`src/rtl/sign_packer.sv`:
```
// sign_packer: packs variable-length MSB-aligned sign vectors into a continuous
// MSB-first stream of 32-bit words; flush zero-pads and marks the final word.
module sign_packer #(
  parameter int unsigned IN_DEPTH = 2,
  parameter int unsigned CNT_W    = 16
) (
  input  logic             clk,
  input  logic             rst,
  input  logic             clk_en,
  input  logic [63:0]      in_data,
  input  logic [6:0]       in_size,
  input  logic             in_wr,
  output logic             in_full,
  input  logic             flush,
  input  logic             out_full,
  output logic [31:0]      out_word,
  output logic             out_wr,
  output logic             out_last,
  output logic             flush_done,
  output logic [CNT_W-1:0] word_count,
  output logic             err_ovf
);
  localparam int unsigned AW = (IN_DEPTH > 1) ? $clog2(IN_DEPTH) : 1;
  localparam int unsigned FW = AW + 1;

  typedef enum logic [1:0] {RUN, DRAIN, TAIL, DONE} state_t;
  state_t state, state_next;

  logic [63:0]   buf_data [IN_DEPTH];
  logic [6:0]    buf_size [IN_DEPTH];
  logic [AW-1:0] rd_ptr, wr_ptr;
  logic [FW-1:0] fill, fill_next;
  logic [95:0]   acc, acc_shift, acc_next;
  logic [6:0]    acc_cnt, c, cnt_next, size_cl, head_size;
  logic [63:0]   head_data, head_mask;
  logic          push, pop, emit, merge, last_emit, tail_emit, buf_empty;

  always_comb begin
    size_cl   = (in_size > 7'd64) ? 7'd64 : in_size;
    buf_empty = (fill == '0);
    head_data = buf_data[rd_ptr];
    head_size = buf_size[rd_ptr];
    // upstream never clears the unused low bits, so strip them before merging
    head_mask = 64'hFFFF_FFFF_FFFF_FFFF << (7'd64 - head_size);
    push      = clk_en && in_wr && !in_full;
    emit      = clk_en && (acc_cnt >= 7'd32) && !out_full;
    acc_shift = emit ? {acc[63:0], 32'd0} : acc;
    c         = emit ? (acc_cnt - 7'd32) : acc_cnt;
    merge     = clk_en && !buf_empty && (state == RUN || state == DRAIN) &&
                (({1'b0, c} + {1'b0, head_size}) <= 8'd96);
    pop       = merge;
    acc_next  = acc_shift;
    cnt_next  = c;
    if (merge) begin
      acc_next = acc_shift | ({head_data & head_mask, 32'd0} >> c);
      cnt_next = c + head_size;
    end
    fill_next = fill + FW'(push) - FW'(pop);
    // a full word leaving DRAIN with nothing behind it closes the stream itself
    last_emit = emit && (state == DRAIN) && (c == 7'd0) && buf_empty && !push;
    tail_emit = clk_en && (state == TAIL) && !out_full;

    state_next = state;
    case (state)
      RUN:     if (flush) state_next = DRAIN;
      DRAIN:   if (buf_empty && acc_cnt < 7'd32)
                 state_next = (acc_cnt != 7'd0) ? TAIL : DONE;
      TAIL:    if (!out_full) state_next = DONE;
      DONE:    state_next = RUN;
      default: state_next = RUN;
    endcase
  end

  always_ff @(posedge clk) begin
    if (push) begin
      buf_data[wr_ptr] <= in_data;
      buf_size[wr_ptr] <= size_cl;
    end
  end

  always_ff @(posedge clk or negedge rst) begin
    if (!rst) begin
      state      <= RUN;
      rd_ptr     <= '0;
      wr_ptr     <= '0;
      fill       <= '0;
      in_full    <= 1'b0;
      acc        <= '0;
      acc_cnt    <= '0;
      out_word   <= '0;
      out_wr     <= 1'b0;
      out_last   <= 1'b0;
      flush_done <= 1'b0;
      word_count <= '0;
      err_ovf    <= 1'b0;
    end else begin
      out_wr     <= 1'b0;
      out_last   <= 1'b0;
      flush_done <= 1'b0;
      if (clk_en) begin
        state   <= state_next;
        fill    <= fill_next;
        in_full <= (fill_next == FW'(IN_DEPTH));
        if (push) wr_ptr <= wr_ptr + AW'(1);
        if (pop)  rd_ptr <= rd_ptr + AW'(1);
        if (in_wr && (in_full || in_size > 7'd64)) err_ovf <= 1'b1;
        if (tail_emit) begin
          out_word <= acc[95:64];
          out_wr   <= 1'b1;
          out_last <= 1'b1;
          acc      <= '0;
          acc_cnt  <= '0;
        end else begin
          acc     <= acc_next;
          acc_cnt <= cnt_next;
          if (emit) begin
            out_word <= acc[95:64];
            out_wr   <= 1'b1;
            out_last <= last_emit;
          end
        end
        if (emit || tail_emit) word_count <= word_count + CNT_W'(1);
        if (state == DONE) begin
          flush_done <= 1'b1;
          word_count <= '0;
        end
      end
    end
  end
endmodule

```
`config.mk`:
```
export PLATFORM = sky130hd
export DESIGN_NAME = sign_packer
export DESIGN_NICKNAME = d
export VERILOG_FILES = /design/src/rtl/sign_packer.sv
export SDC_FILE = /design/constraint.sdc
export NUM_CORES = 1
export LEC_CHECK = 0
export CAP_MARGIN = 20
export CORE_MARGIN = 8
export CORE_UTILIZATION = 25
export DETAILED_ROUTE_END_ITERATION = 8
export SYNTH_ARGS = -nofsm -noshare
export SYNTH_HDL_FRONTEND = slang
export SYNTH_SLANG_ARGS = --single-unit
```
`constraint.sdc`:
```
create_clock -name clk -period 7 [get_ports clk]
set_clock_uncertainty 0.15 [all_clocks]
set_input_delay 0.7 -clock clk [delete_from_list [all_inputs] [get_ports clk]]
set_output_delay 0.7 -clock clk [all_outputs]
set_load 0.02 [all_outputs]
```
Word level (Yosys, flattened, before mapping) --
Memory sizes are Yosys's and may differ from the RTL's. Cells that the tools add are included.
Storage, ports and cells: bits in writable memories 142, bits in registers 162, memories 2, input bits 77, word-level logic and storage cells 99
Operators by class: multiplexer cells 26, reductions and logical operators 34, shift operators 2, add/sub/neg operators 9, bitwise logic cells 2, eq/ne operators 7, $lt $le $gt $ge 4
Memories:
- buf_data | depth 2, bits a word 64, rd ports 1, clocked after memory_dff 0, wr ports 1, line 29 | logic [63:0] buf_data [IN_DEPTH];
- buf_size | depth 2, bits a word 7, rd ports 1, clocked after memory_dff 0, wr ports 1, line 30 | logic [6:0] buf_size [IN_DEPTH];
Operators by type and width (count):
- $mux W96 | 3
- $or A96 B96 Y96 | 1
- $shr A96 B7 Y96 | 1
- $and A64 B64 Y64 | 1
- $mux W32 | 2
- $shl A64 B7 Y64 const A | 1
- $mux W16 | 2
- $mux W7 | 4
- $add A16 B1 Y16 const B | 1
- $logic_and A1 B1 Y1 | 15
- $mux W1 | 11
- $reduce_and A2 Y1 | 5
- $add A7 B7 Y8 | 1
- $le A8 B7 Y1 const B | 1
- $pmux W2 S4 | 1
- $add A7 B7 Y7 | 1
- $ge A7 B6 Y1 const B | 1
- $gt A7 B7 Y1 const B | 1
- $logic_not A7 Y1 | 1
- $lt A7 B6 Y1 const B | 1
- $reduce_bool A7 Y1 | 1
- $sub A7 B6 Y7 const B | 1
- $sub A7 B7 Y7 const A | 1
- $eq A2 B2 Y1 const B | 3
- other kinds (12) | 23

Depth between registers and ports, before layout --
word-level depth 11, gate-level depth with buffers 23, mapped depth without buffers 20

Worst setup path before layout --
No wires, ideal clock.
path type register -> register, start point reg rd_ptr, end point reg acc[76], setup slack 1435 ps, stages on the path, launching flop included 19, data required time 6718 ps, arrival 5283 ps, library setup time 132 ps, cell sequence dfrtp_1 > buf_6 > buf_6 > buf_1 > buf_2 > buf_2 > mux2i_1 > ha_1 > or4bb_1 > a211oi_4 > mux2i_1 > clkbuf_1 > nor2_1 > a22o_1 > a222oi_1 > o22ai_1 > or2_1 > a221oi_1 > nor2_1
On the way: word-level cells in the longest chain between the ends 8, elaborated cells between the ends (all ways) 12, those cells by class 2 x add/sub; 1 x order compare; 2 x shift; 2 x mux; 2 x bitwise; 1 x reduce/logical; 2 x memory
RTL lines:
- start: declaration | line 31 | logic [AW-1:0] rd_ptr, wr_ptr;
- start signal: assignment | line 105 | if (pop) rd_ptr <= rd_ptr + AW'(1);
- $mem_v2 Z2 W7
- $sub A7 B7 Y7 | line 44 | head_mask = 64'hFFFF_FFFF_FFFF_FFFF << (7'd64 - head_size);
- $shl A64 B7 Y64 | line 44
- $and A64 B64 Y64 | line 55 | acc_next = acc_shift | ({head_data & head_mask, 32'd0} >> c);
- $shr A96 B7 Y96 | line 55
- $or A96 B96 Y96 | line 55
- $mux W96 * | line 54 | if (merge) begin
- $mux W96 * | line 107 | if (tail_emit) begin
- end signal: assignment | line 114 | acc <= acc_next;
- end: declaration | line 33 | logic [95:0] acc, acc_shift, acc_next;
Mark *: on every way between the ends. The rest lies on a longest branch, timed or not. A chain may end at the register's enable or synchronous reset.

Worst setup path in the final report --
start point reg rd_ptr, end point reg acc[50]
Same word-level chain as after synthesis.

==> metrics.yaml <==
global_routing:
  largest_net_degree_at_the_start_of_global_routing: 75
  antenna_found_initial: 1
  grt_pass1_vias: 18100
  grt_first_pass_wirelength_um: 124000
  grt_overall_usage_pct: 17.7
  grt_remaining_overflow: 0
sta:
  min_period_over_period_pct: 85.7
  final-max-slew-violation-count: 0
  clock.fmax_mhz: 167
  post-route-min-period_ns: 6.00
  hold_viol_final: 0
  finalSetupViolCount: 0
  slew-limit-headroom_pct: 21.9
  rsz0062_at_grt: "false"
  timing.hold.ws_ns: 0.311
  worst_pin_slew_ns: 1.17
  setup_total_negative_slack_ns: 0
synth:
  seq_area_frac_synth_pct: 41.0
  synth-warning-count: 0
  synthMostInstantiatedCell: "nand2_1"
  ys_ff_latch: 304
  netlist.top_cell.by_area: "edfxtp_1"
  ys_types: 100
  synth_flop_cell: "dfrtp_1"
  syn_area_um2: 20300
  synth_top_area_share_pct: 21.0
  synthTopCellsByArea: "edfxtp_1 (21%), dfrtp_1 (20%), nand2_1 (6.0%)"
  syn_avg_cell_area_um2: 9.14
  synth_enable_flop_cells: 142
  synth_common_cells: "nand2_1 (322), nor2_1 (196), dfrtp_1 (162)"
  syn_nets: 2318
  synth_async_sr_flop_share_pct: 53.3
  cells_after_synth: 2219
worst_setup_path:
  critical_path_required_ns: 7.31
  worstSetupEndpointType: "register"
  cp.arrival_ns: 6.31
  timing.setup.critical_path_class: "reg -> reg"
  critPathMaxFanout: 24
  start_kind: "register"
drt:
  post-route-drc-count: 0
  detail_route.wl_per_cell_um: 24.9
  detail_route.vias_per_cell: 5.82
  finalWirelength_um: 84200
  ant_nets: 0
  detailedRoute.firstIterationViolations: 2725
  drt_first_pass_iters: 9
  vias: 19700
final_layout:
  drive_above_1_share_pct: 11.6
  area_growth_pct: 18.2
  finish.instance_area_um2: 24000
  number_of_antenna_diodes: 0
  layout.core_utilization_pct: 29.8
  final_net_count: 2394
cts:
  numCtsBuffers: 36
  cts_setup_buffers: 0
  clk_transition_reported_paths_ns: 0.06
  cts-htree-levels: 2
  cts_max_path_buffers: 3
  worstSkewPairLatency_ns: 0.55
  cts_tree: "built"
  clk_root_buffer_cell: "clkbuf_16"
  tritoncts_num_sinks: 304
pwr:
  finalPower_mw: 11.3
  worst_ir_drop_vdd_v: 0.000197
  power_density_nw_per_um2: 470
  power.leakage_nw: 8.86
floorplanning:
  initial_core_util_pct: 25.2
  floorplan.core_area_um2: 80400
  top_level_port_count: 130
  die_area_um2: 90500
  placement_rows: 104
  dieHeight_um: 301
  dieWidth_um: 301
placement:
  portBuffers: 129
  post_dp_cell_area_um2: 22800
  post-dp-hpwl_um: 62200
  gp_congestion: 0.975
min_path:
  timing.hold.worst.class: "reg -> reg"
outcome:
  outcome: "finished, final reports clean"
job:
  drv.max_cap_violation_count: 0
[state kept, by name, summed over array words and instances (netlist names), 2 cells and up]
register	cells
word_count	16
state	2
buf_data	128
acc	96
out_word	32
fill	2
acc_cnt	7
buf_size	14
[power breakdown]
part | internal, mW | switching [mW]
Sequential | 2.33 | 0.293
Clock | 1.05 | 0.758
Combinational | 2.15 | 4.68
[critical path: stages, from the launching register on]
cell and delay, ns:
dfrtp_4 0.68, mux2i_1 0.39, ha_1 0.33, or4bb_1 0.63, nand3_1 0.70, buf_4 0.32, o311ai_0 0.29, a211oi_1 0.63
nor2_1 0.24, o22ai_1 0.25, mux2i_1 0.13, o21ai_0 0.63, a21boi_0 0.24, a221oi_2 0.25
[layout make-up]
cell class / count / area [um2]
well taps: 1060 / 1330
inverters: 37 / 139
flip-flops and latches: 304 / 8330
multi-input cells: 1709 / 11200
fillers: 8528 / 56400
clock buffers: 48 / 1010
repair buffers: 207 / 1880
clock inverters: 15 / 120
[kinds of logic (layout without fill, tap and decap cells)]
family	Yosys count	count (layout)	share of synthesized area [%]
buffers and inverters	206	307	4.18
multiplexers	159	159	8.61
AO/OA/AOI/OAI	721	721	26.0
AND/OR/NAND/NOR	783	783	17.8
adder cells (fa/ha/maj)	22	22	1.39
XOR/XNOR	24	24	1.04
flip-flops	304	304	41.0
[final timing paths]
path | to | depth (start not counted) | from | slack (ns)
worst min register to register | out_word[8] | 2 | out_word[8] | 0.31
max in group asynchronous | rd_ptr | 3 | rst | 4.68
min in group asynchronous | word_count[3] | 2 | rst | 0.55
worst max register to register | acc[50] | 13 | rd_ptr | 1.00
worst min-delay path | out_word[8] | 2 | out_word[8] | 0.31
worst max-delay path | acc[50] | 13 | rd_ptr | 1.00
[layer usage]
layer  share of wire [%]  vias to the layer above  track usage [%]
met5               0.015                        -                0
met4                 4.1                        2             6.61
met3                  11                      214             4.10
met2                  42                     1266             25.8
met1                  43                     9527             25.3
li1                    -                     8676                -
[what timing repair did]
item	CTS	global route
resized for setup	0	0
hold endpoints to repair	33	0
hold buffers	1	0
[per-stage QoR]
| stage | instances | worst slack, ns |
|---|---|---|
| finish | 3380 | 1.00 |
| global placement | 3313 | 0.989 |
| detailed placement | 3313 | 0.848 |
| floorplan | 2219 | 1.43 |
| global route | 3380 | 0.818 |
| CTS | 3377 | 1.21 |
[cell usage in the layout (no fill, tap or decap), drive strengths merged, types with 14 or more instances in the layout]
master,n
o21a,19
nor4,21
or2,16
inv,35
mux2,47
o22ai,37
a31oi,34
o31ai,20
clkbuf,49
mux2i,106
nand3,54
a221oi,33
dfrtp,162
o32ai,19
o21ai,129
or3,14
o221ai,24
a211oi,39
a22o,16
a22oi,45
and2,19
nand2,322
buf,78
edfxtp,142
ha,21
nor2,197
o211ai,38
a2111oi,19
a21oi,101
nand2b,18
nor3,60
clkdlybuf4s50,127
Power figures use the tool's default switching activity.
